[config.mk]
export PLATFORM = sky130hd
export DESIGN_NAME = frame_normalizer_auto
export DESIGN_NICKNAME = d
export VERILOG_FILES = /design/src/rtl/frame_normalizer_auto.sv
export SDC_FILE = /design/constraint.sdc
export NUM_CORES = 1
export LEC_CHECK = 0
export BUFFER_PORTS_ARGS = -buffer_cell sky130_fd_sc_hd__buf_2
export CAP_MARGIN = 15
export CORE_UTILIZATION = 65
export DETAILED_ROUTE_END_ITERATION = 12
export HOLD_SLACK_MARGIN = 0.03
export PLACE_DENSITY = 0.93
export SLEW_MARGIN = 0
export SYNTH_ARGS = -nofsm -noshare
export SYNTH_HDL_FRONTEND = slang
export SYNTH_SLANG_ARGS = --single-unit
[constraint.sdc]
create_clock -name i_clk -period 18.3 [get_ports i_clk]
set_input_delay 3.66 -clock i_clk [delete_from_list [all_inputs] [get_ports i_clk]]
set_output_delay 3.66 -clock i_clk [all_outputs]
set_load 0.01 [all_outputs]
[src/rtl/frame_normalizer_auto.sv]
// Frame normalizer: maps a DEPTH-word signed frame onto 0..2^OUTW-1 using either
// a manual min/range or a measured min/max (auto scan pass), writing the result
// into a display buffer. Optional macro FRAME_NORM_ROUND_EN selects round-half-up
// on the final shift; truncation otherwise. Latency is the same in both builds.

// Restoring unsigned divider: quotient ready WIDTH cycles after i_start.
module divu_int #(
    parameter int unsigned WIDTH = 20
) (
    input  logic             i_clk,
    input  logic             i_rst,
    input  logic             i_start,
    input  logic [WIDTH-1:0] i_a,
    input  logic [WIDTH-1:0] i_b,
    output logic             o_done,
    output logic             o_valid,
    output logic [WIDTH-1:0] o_q
);
    localparam int unsigned CNTW = $clog2(WIDTH + 1);

    logic             busy_q, busy_d, done_q, done_d, valid_q, valid_d;
    logic [CNTW-1:0]  cnt_q, cnt_d;
    logic [WIDTH-1:0] rem_q, rem_d, quo_q, quo_d, b_q, b_d;
    logic [WIDTH:0]   trial;

    // One quotient bit per cycle; valid is low for a zero divisor.
    always_comb begin
        busy_d  = busy_q;
        done_d  = 1'b0;
        valid_d = valid_q;
        cnt_d   = cnt_q;
        rem_d   = rem_q;
        quo_d   = quo_q;
        b_d     = b_q;
        trial   = {rem_q, quo_q[WIDTH-1]};
        if (i_start) begin
            busy_d  = 1'b1;
            valid_d = 1'b0;
            cnt_d   = CNTW'(WIDTH);
            rem_d   = '0;
            quo_d   = i_a;
            b_d     = i_b;
        end else if (busy_q) begin
            if (trial >= {1'b0, b_q}) begin
                rem_d = WIDTH'(trial - {1'b0, b_q});
                quo_d = {quo_q[WIDTH-2:0], 1'b1};
            end else begin
                rem_d = trial[WIDTH-1:0];
                quo_d = {quo_q[WIDTH-2:0], 1'b0};
            end
            cnt_d = cnt_q - CNTW'(1);
            if (cnt_q == CNTW'(1)) begin
                busy_d  = 1'b0;
                done_d  = 1'b1;
                valid_d = (b_q != '0);
            end
        end
    end

    // Divider state register.
    always_ff @(posedge i_clk) begin
        if (i_rst) begin
            busy_q  <= 1'b0;
            done_q  <= 1'b0;
            valid_q <= 1'b0;
            cnt_q   <= '0;
            rem_q   <= '0;
            quo_q   <= '0;
            b_q     <= '0;
        end else begin
            busy_q  <= busy_d;
            done_q  <= done_d;
            valid_q <= valid_d;
            cnt_q   <= cnt_d;
            rem_q   <= rem_d;
            quo_q   <= quo_d;
            b_q     <= b_d;
        end
    end

    assign o_done  = done_q;
    assign o_valid = valid_q;
    assign o_q     = quo_q;
endmodule

module frame_normalizer_auto #(
    parameter int unsigned DATAW     = 16,
    parameter int unsigned OUTW      = 8,
    parameter int unsigned DEPTH     = 768,
    parameter int unsigned RD_LAT    = 1,
    parameter int unsigned FRACW     = 12,
    parameter int unsigned MIN_RANGE = 100,
    localparam int unsigned ADDRW    = $clog2(DEPTH)
) (
    input  logic             i_clk,
    input  logic             i_rst,
    input  logic             i_start,
    input  logic             i_auto,
    input  logic [DATAW-1:0] i_min,
    input  logic [DATAW-1:0] i_range,
    output logic             o_busy,
    output logic             o_done,
    output logic             o_rd_valid,
    output logic [ADDRW-1:0] o_rd_addr,
    input  logic [DATAW-1:0] i_rd_data,
    output logic             o_wr_valid,
    output logic [ADDRW-1:0] o_wr_addr,
    output logic [OUTW-1:0]  o_wr_data,
    output logic [DATAW-1:0] o_min,
    output logic [DATAW-1:0] o_range,
    output logic             o_clip,
    output logic             o_start_ignored
);
    localparam int unsigned SCW  = OUTW + FRACW;
    localparam int unsigned PW   = DATAW + SCW;
    localparam logic [ADDRW-1:0] LAST        = ADDRW'(DEPTH - 1);
    localparam logic [DATAW-1:0] RANGE_FLOOR = DATAW'(MIN_RANGE);
    localparam logic [OUTW-1:0]  OMAX        = {OUTW{1'b1}};
    localparam logic [SCW-1:0]   DIV_A       = {OMAX, {FRACW{1'b0}}};
    localparam logic [PW-1:0]    HALF        = PW'(1) << (FRACW - 1);

    localparam logic [1:0] S_IDLE  = 2'd0;
    localparam logic [1:0] S_SCAN  = 2'd1;
    localparam logic [1:0] S_SCALE = 2'd2;
    localparam logic [1:0] S_NORM  = 2'd3;

    logic [1:0]                   state_q, state_d;
    logic                         busy_q, busy_d, done_q, done_d;
    logic                         rd_valid_q, rd_valid_d;
    logic [ADDRW-1:0]             rd_addr_q, rd_addr_d;
    logic [RD_LAT-1:0]            rv_q, rv_d;
    logic [RD_LAT-1:0][ADDRW-1:0] ra_q, ra_d;
    logic [DATAW-1:0]             min_q, min_d, max_q, max_d;
    logic [DATAW-1:0]             smin_q, smin_d, range_q, range_d;
    logic [SCW-1:0]               scale_q, scale_d;
    logic                         div_start_q, div_start_d;
    logic                         s1_valid_q, s1_valid_d;
    logic [ADDRW-1:0]             s1_addr_q, s1_addr_d;
    logic [DATAW-1:0]             delta_q, delta_d;
    logic                         wr_valid_q, wr_valid_d;
    logic [ADDRW-1:0]             wr_addr_q, wr_addr_d;
    logic [OUTW-1:0]              wr_data_q, wr_data_d;
    logic                         clip_q, clip_d, ign_q, ign_d;

    logic             dv;
    logic [ADDRW-1:0] da;
    logic [DATAW-1:0] cur_min, cur_max;
    logic [DATAW:0]   delta_s;
    logic [PW-1:0]    prod, shf;
    logic             div_done, div_valid;
    logic [SCW-1:0]   div_q;

    function automatic logic [DATAW-1:0] floor_rng(input logic [DATAW-1:0] r);
        return (r < RANGE_FLOOR) ? RANGE_FLOOR : r;
    endfunction

    divu_int #(.WIDTH(SCW)) u_div (
        .i_clk   (i_clk),
        .i_rst   (i_rst),
        .i_start (div_start_q),
        .i_a     (DIV_A),
        .i_b     (SCW'(range_q)),
        .o_done  (div_done),
        .o_valid (div_valid),
        .o_q     (div_q)
    );

    // Next-state, read sequencing and the two-stage normalize pipeline.
    always_comb begin
        state_d     = state_q;
        done_d      = 1'b0;
        rd_valid_d  = rd_valid_q;
        rd_addr_d   = rd_addr_q;
        min_d       = min_q;
        max_d       = max_q;
        smin_d      = smin_q;
        range_d     = range_q;
        scale_d     = scale_q;
        div_start_d = 1'b0;
        clip_d      = clip_q;
        ign_d       = ign_q;

        rv_d[0] = rd_valid_q;
        ra_d[0] = rd_addr_q;
        for (int k = 1; k < int'(RD_LAT); k++) begin
            rv_d[k] = rv_q[k-1];
            ra_d[k] = ra_q[k-1];
        end
        dv = rv_q[RD_LAT-1];
        da = ra_q[RD_LAT-1];

        cur_min = (da == '0 || $signed(i_rd_data) < $signed(min_q)) ? i_rd_data : min_q;
        cur_max = (da == '0 || $signed(i_rd_data) > $signed(max_q)) ? i_rd_data : max_q;
        delta_s = {i_rd_data[DATAW-1], i_rd_data} - {smin_q[DATAW-1], smin_q};

        s1_valid_d = 1'b0;
        s1_addr_d  = da;
        delta_d    = delta_q;

        prod = PW'(delta_q) * PW'(scale_q);
`ifdef FRAME_NORM_ROUND_EN
        shf  = (prod + HALF) >> FRACW;
`else
        shf  = prod >> FRACW;
`endif
        wr_valid_d = s1_valid_q;
        wr_addr_d  = s1_addr_q;
        wr_data_d  = (shf > PW'(OMAX)) ? OMAX : shf[OUTW-1:0];

        // Read counter stops at the last address; no wrap.
        if (rd_valid_q) begin
            if (rd_addr_q == LAST) rd_valid_d = 1'b0;
            else                   rd_addr_d  = rd_addr_q + ADDRW'(1);
        end

        case (state_q)
            S_IDLE: begin
                if (i_start) begin
                    clip_d = 1'b0;
                    ign_d  = 1'b0;
                    if (i_auto) begin
                        state_d    = S_SCAN;
                        rd_valid_d = 1'b1;
                        rd_addr_d  = '0;
                    end else begin
                        state_d     = S_SCALE;
                        smin_d      = i_min;
                        range_d     = floor_rng(i_range);
                        div_start_d = 1'b1;
                    end
                end
            end
            S_SCAN: begin
                if (dv) begin
                    min_d = cur_min;
                    max_d = cur_max;
                    if (da == LAST) begin
                        state_d     = S_SCALE;
                        smin_d      = cur_min;
                        range_d     = floor_rng(cur_max - cur_min);
                        div_start_d = 1'b1;
                    end
                end
            end
            S_SCALE: begin
                if (div_done && div_valid) begin
                    scale_d    = div_q;
                    state_d    = S_NORM;
                    rd_valid_d = 1'b1;
                    rd_addr_d  = '0;
                end
            end
            S_NORM: begin
                if (dv) begin
                    s1_valid_d = 1'b1;
                    if (delta_s[DATAW]) begin
                        delta_d = '0;
                        clip_d  = 1'b1;
                    end else if (delta_s[DATAW-1:0] > range_q) begin
                        delta_d = range_q;
                        clip_d  = 1'b1;
                    end else begin
                        delta_d = delta_s[DATAW-1:0];
                    end
                end
                if (wr_valid_q && wr_addr_q == LAST) done_d  = 1'b1;
                if (done_q)                          state_d = S_IDLE;
            end
            default: state_d = S_IDLE;
        endcase

        if (i_start && state_q != S_IDLE) ign_d = 1'b1;
        busy_d = (state_d != S_IDLE);
    end

    // State and pipeline registers.
    always_ff @(posedge i_clk) begin
        if (i_rst) begin
            state_q     <= S_IDLE;
            busy_q      <= 1'b0;
            done_q      <= 1'b0;
            rd_valid_q  <= 1'b0;
            rd_addr_q   <= '0;
            rv_q        <= '0;
            ra_q        <= '0;
            min_q       <= '0;
            max_q       <= '0;
            smin_q      <= '0;
            range_q     <= '0;
            scale_q     <= '0;
            div_start_q <= 1'b0;
            s1_valid_q  <= 1'b0;
            s1_addr_q   <= '0;
            delta_q     <= '0;
            wr_valid_q  <= 1'b0;
            wr_addr_q   <= '0;
            wr_data_q   <= '0;
            clip_q      <= 1'b0;
            ign_q       <= 1'b0;
        end else begin
            state_q     <= state_d;
            busy_q      <= busy_d;
            done_q      <= done_d;
            rd_valid_q  <= rd_valid_d;
            rd_addr_q   <= rd_addr_d;
            rv_q        <= rv_d;
            ra_q        <= ra_d;
            min_q       <= min_d;
            max_q       <= max_d;
            smin_q      <= smin_d;
            range_q     <= range_d;
            scale_q     <= scale_d;
            div_start_q <= div_start_d;
            s1_valid_q  <= s1_valid_d;
            s1_addr_q   <= s1_addr_d;
            delta_q     <= delta_d;
            wr_valid_q  <= wr_valid_d;
            wr_addr_q   <= wr_addr_d;
            wr_data_q   <= wr_data_d;
            clip_q      <= clip_d;
            ign_q       <= ign_d;
        end
    end

    assign o_busy          = busy_q;
    assign o_done          = done_q;
    assign o_rd_valid      = rd_valid_q;
    assign o_rd_addr       = rd_addr_q;
    assign o_wr_valid      = wr_valid_q;
    assign o_wr_addr       = wr_addr_q;
    assign o_wr_data       = wr_data_q;
    assign o_min           = smin_q;
    assign o_range         = range_q;
    assign o_clip          = clip_q;
    assign o_start_ignored = ign_q;
endmodule
Word-level counts from Yosys, hierarchy flattened
Cells that the tools add are included.

Word-level logic and storage cells: 143. Input port bits: 52. Register bits: 223. Output and inout bits: 66.

Add/sub/neg operators: 5. $lt $le $gt $ge: 7. Bitwise gates (word level): 2. Reduce and logical (&&, ||, !) cells: 25. Eq/ne operators: 13. Muxes and demuxes: 60. Multiply operators: 1.

Operator list (count): two-way mux 16 bit (14); case mux 16 bit (2 select lines) (2); two-way mux 20 bit (3); two-way mux 10 bit (5); multiplier 16 x 20 -> 36 bit (1); > comparator 16 bit (2); < comparator 16 x 7 -> 1 bit, second input constant (2); == test 10 bit, second input constant (3); > comparator 24 x 8 -> 1 bit, second input constant (1); two-way mux 1 bit (22); >= comparator 21 x 16 -> 1 bit (1); case mux 10 bit (2 select lines) (1); nonzero test 20 bit (1); subtractor 20 x 16 -> 20 bit (1); subtractor 16 x 16 -> 17 bit (1); < comparator 16 bit (1); subtractor 16 bit (1); nonzero test 2 bit (7); two-way mux 2 bit (6); adder 10 x 1 -> 10 bit, second input constant (1); zero test 10 bit (1); two-way mux 5 bit (2); != test 2 bit, second input constant (5); AND reduction 2 bit (5); 16 further kinds (24).

Depth between registers and ports, before layout
Depth after elaboration: 9. Mapped depth: 26. Mapped depth without buffers: 24.

By module
From an unflattened synthesis, not the netlist that was laid out.

Cells, all modules: 2740. Area total of the unflattened synthesis: 22992.1 um^2.

Modules (own cells, without submodules): frame_normalizer_auto (times used 1, cells an instance 2260, area an instance 19047.0 um^2, seq. area each 3183.1 um^2); divu_int (times used 1, cells an instance 480, area an instance 3945.0 um^2, seq. area each 1361.3 um^2).

Worst setup path before layout
OpenSTA, ideal clock, no wires.

Path type: in2reg. Start point: input i_rd_data[14]. End point: register range_q[1], in the netlist o_range[1]. Required time: 18.166 ns. Stages: 21. Path buffers: 1. Library setup time: 0.134 ns. Arrival time: 8.658 ns. Setup slack: 9.508 ns. Cell sequence: ha_1 > nand4_1 > or4_1 > a21o_1 > and4b_4 > nor3_4 > buf_2 > mux2i_1 > ha_1 > inv_1 > fa_1 > a211oi_1 > o21ai_1 > and3_1 > a311o_1 > xnor2_1 > and4_1 > nor4bb_1 > a41oi_4 > a221oi_1 > a211oi_1.

Longest elaborated chain between the ends: 9. Elaborated cells between the ends (all ways): 12. Those cells by class: 1 x add/sub; 3 x order compare; 6 x mux; 2 x reduce/logical.

Ends and longest elaborated chain: start: declaration (line 105) `input logic [DATAW-1:0] i_rd_data,`; > comparator 16 bit / < comparator 16 bit (equally long branches) (line 193, 192); logical OR 1 bit, on equally long branches (line 193, 192); two-way mux 16 bit, on equally long branches (line 193, 192); subtractor 16 bit * (line 240) `range_d = floor_rng(cur_max - cur_min);`; < comparator 16 x 7 -> 1 bit (line 154) `return (r < RANGE_FLOOR) ? RANGE_FLOOR : r;`; two-way mux 16 bit * (line 154); two-way mux 16 bit * (line 237) `if (da == LAST) begin`; two-way mux 16 bit * (line 234) `if (dv) begin`; case mux 16 bit (2 select lines) * (line 216) `case (state_q)`; end signal: assignment (line 311) `range_q <= range_d;`; end: declaration (line 134) `logic [DATAW-1:0] smin_q, smin_d, range_q, range_d;`.

Mark *: on every way between the ends. The rest lies on a longest branch, timed or not. The select of a mux whose other input is x is not followed. A chain may end at the register's enable or synchronous reset.

Final worst setup path
Start point: input i_rd_data[15]. End point: register range_q[0], in the netlist o_range[0].

Same word-level chain as after synthesis.

==> summary.txt <==
Outcome
  • Outcome: finished, final reports clean

Floorplanning
  • Initial Util: 66.5%
  • Placeable Area: 0.0338 mm²
  • I/O pins: 118
  • Num rows: 67
  • DIE WIDTH: 188 µm
  • Die area: 0.0353 mm²
  • Die Height: 188 µm

Routing
  • Via count: 19600
  • Router iterations before antenna repair: 6
  • Final WL: 60900 µm
  • Number of vias per cell: 6.19
  • DRC Markers: 0
  • Drt wl/cell: 19.2 µm
  • Antenna viol nets, final: 0
  • DRT iter0 DRCs: 1459

Power and ir drop
  • Pwr per Cell Area: 54.8 mW/mm²
  • VDD IR-drop max: 0.0860 mV
  • Leak: 11.0 nW
  • Final Power: 1.32 mW

CTS
  • CTS Buf Count: 24
  • H-tree Lvls: 1
  • Clock-pin slew on the worst setup and hold paths: 60 ps
  • Max Root-Sink Buffers: 3
  • CTS Sinks: 223
  • Clk_lat worst skew: 560 ps
  • Post-CTS Repair Setup Buffers: 0
  • Root Driver: clkbuf_16
  • Cts repair resizes: 0
  • TritonCTS clock tree: yes
  • Cts-stage hold buffer count: 0

Yosys
  • Synth area leaders: fa_1 (22%), dfxtp_1 (20%), ha_1 (11%)
  • Post-synth EDFFs: 0
  • Synth area leader: fa_1
  • Top-area cell type share of the netlist area: 22.5%
  • Most used flip-flop cell after synthesis: dfxtp_1
  • Cells after synthesis: 2675
  • Syn Nets: 3181
  • Fraction of registers with async set/reset: 0%
  • #FFs+latches synth: 223
  • Synth warn: 0
  • Seq/Total Area, Yosys: 19.9%
  • Syn avg cell area: 8.40 µm²
  • Post-Syn Area: 0.0225 mm²
  • Post-synth cell types: 73

GRT
  • Total gr overflow: 0
  • Vias in the first global route: 20400
  • Initial antenna violation count: 4
  • First-pass GRT wire length: 99100 µm
  • Total track usage: 34.8%
  • Largest net degree at the start of global routing: 89

STA
  • Final setup viols: 0
  • TNS Setup: 0 ps
  • RSZ-0062 raised after global routing: no
  • Final period utilization: 52.1%
  • Slew @ Worst Pin: 1130 ps
  • Final hold violations: 0
  • Period minus WS final: 9540 ps
  • Max-slew violation count: 0
  • Max Clk Rate: 0.105 GHz
  • Fin Clk Skew: 34.6 ps
  • Relative slew slack: 24.4%

Hold path
  • Hold Crit Class: reg -> reg

Setup path
  • Worst setup path class: in -> reg
  • Worst reg2reg setup slack: 10220 ps
  • Worst Path Arrival: 9920 ps
  • Setup crit start kind: input pin
  • Worst path required time: 18680 ps
  • Setup crit end kind: flop
  • Crit Path Max Fanout: 18

Finish
  • Fillers: 2402
  • Non-Filler Cell Area, Final: 0.0240 mm²
  • Share of layout cells above drive strength 1: 7.44%
  • Finished Layout Cells: 3165
  • Area growth syn-to-layout: 6.97%
  • Util after Layout: 71.1%
  • Fin nets: 3203

Placement
  • Placed Area: 0.0232 mm²
  • RePlAce Congestion: 0.964
  • Dpl cells: 3118
  • Buffers on Ports: 117
  • DP Wirelength: 44800 µm

Run
  • Max-Cap Viols: 0
==> cell usage after synthesis, drive strengths merged, types with 12 or more instances <==
library cell / number
nand3: 25
a211oi: 83
a31oi: 15
nor2: 209
and2: 159
o21ai: 81
dfxtp: 223
nand2: 281
o21a: 12
nor4: 15
fa: 252
a21o: 29
inv: 418
mux2i: 52
xor2: 26
nor3: 32
mux2: 17
ha: 202
clkbuf: 122
nor2b: 47
nand4: 17
xnor2: 37
nand2b: 12
a21oi: 153
or3: 19
==> per-stage QoR <==
step                setup WS, ps  hold slack, ps
floorplan                   9510             414
global placement            8710             417
detailed placement          8390             426
CTS                         8970             436
global route                8490             447
finish                      8760             434
==> area by class of cell <==
class	count	area (µm²)	area share, %
diodes	3	7.51	0.0312
clock buffers	39	758	3.15
clock inverters	4	48.8	0.203
inverters	418	1570	6.53
multi-input cells	1905	16000	66.4
flip-flops and latches	223	4470	18.6
well taps	448	561	2.33
repair buffers	125	661	2.75
==> registers in the layout (all words and copies together) (netlist names), 16 cells and up <==
register     cells
delta_q         16
min_q           16
o_min           16
o_range         16
u_div.b_q       16
u_div.rem_q     20
u_div.o_q       20
scale_q         20
max_q           16
==> report_power, final <==
group | leakage, nW | internal, mW | switching, mW
registers | 1.81 | 0.499 | 0.0166
clock network | 0.399 | 0.296 | 0.206
logic | 8.75 | 0.121 | 0.178
==> routing by layer <==
metal  track usage, %  wire [µm]  share of wire (%)  vias up
met5                0         41              0.067        -
li1                 -          -                  -     8750
met2             60.0      29300                 48     1045
met1             40.0      22200                 36     9400
met4             21.2       3960                6.5        6
met3             6.61       5350                8.8      375
==> cell families (layout without fill, tap and decap cells) <==
logic type	count (synthesis)	after routing	synth area share (%)
compound gates	456	456	13.0
xor+xnor	63	63	2.46
fa+ha+maj	454	454	33.7
buf+inv	547	586	9.15
flops	223	223	19.9
mux	69	69	3.17
other cells	0	3	0
simple gates	863	863	18.6
==> layout by cell type, fill, tap and decap left out, types with 26 or more instances in the layout <==
cell	n
mux2i_1	52
a21o_1	28
fa_1	252
nand2_1	281
o21ai_0	79
a211oi_1	83
nor2b_1	46
inv_1	418
ha_1	202
xor2_1	26
and2_1	159
dfxtp_1	222
nor3_1	31
xnor2_1	37
a21oi_1	153
nor2_1	208
buf_2	116
==> worst max-delay path, cell delays in order <==
cell and delay, ps:
buf_2 150, ha_1 350, nand4_1 150, or4_1 570
a21o_1 190, and4b_4 220, nor3_4 740, mux2i_1 350
ha_1 230, inv_1 60, fa_1 400, a211oi_1 480
o21ai_1 200, and3_1 230, a311o_1 360, xnor2_1 200
and4_1 230, nor4bb_1 460, a41oi_4 230, a221oi_1 360
nor3_1 80
==> final timing paths <==
path	endpoint	cells after the start	startpoint
max reg2reg	o_wr_data[4]	21	delta_q[3]
min	o_wr_addr[4]	1	s1_addr_q[4]
min reg2reg	o_wr_addr[4]	1	s1_addr_q[4]
max	o_range[0]	21	i_rd_data[15]
Note: power is estimated with default switching activity, not from simulation.
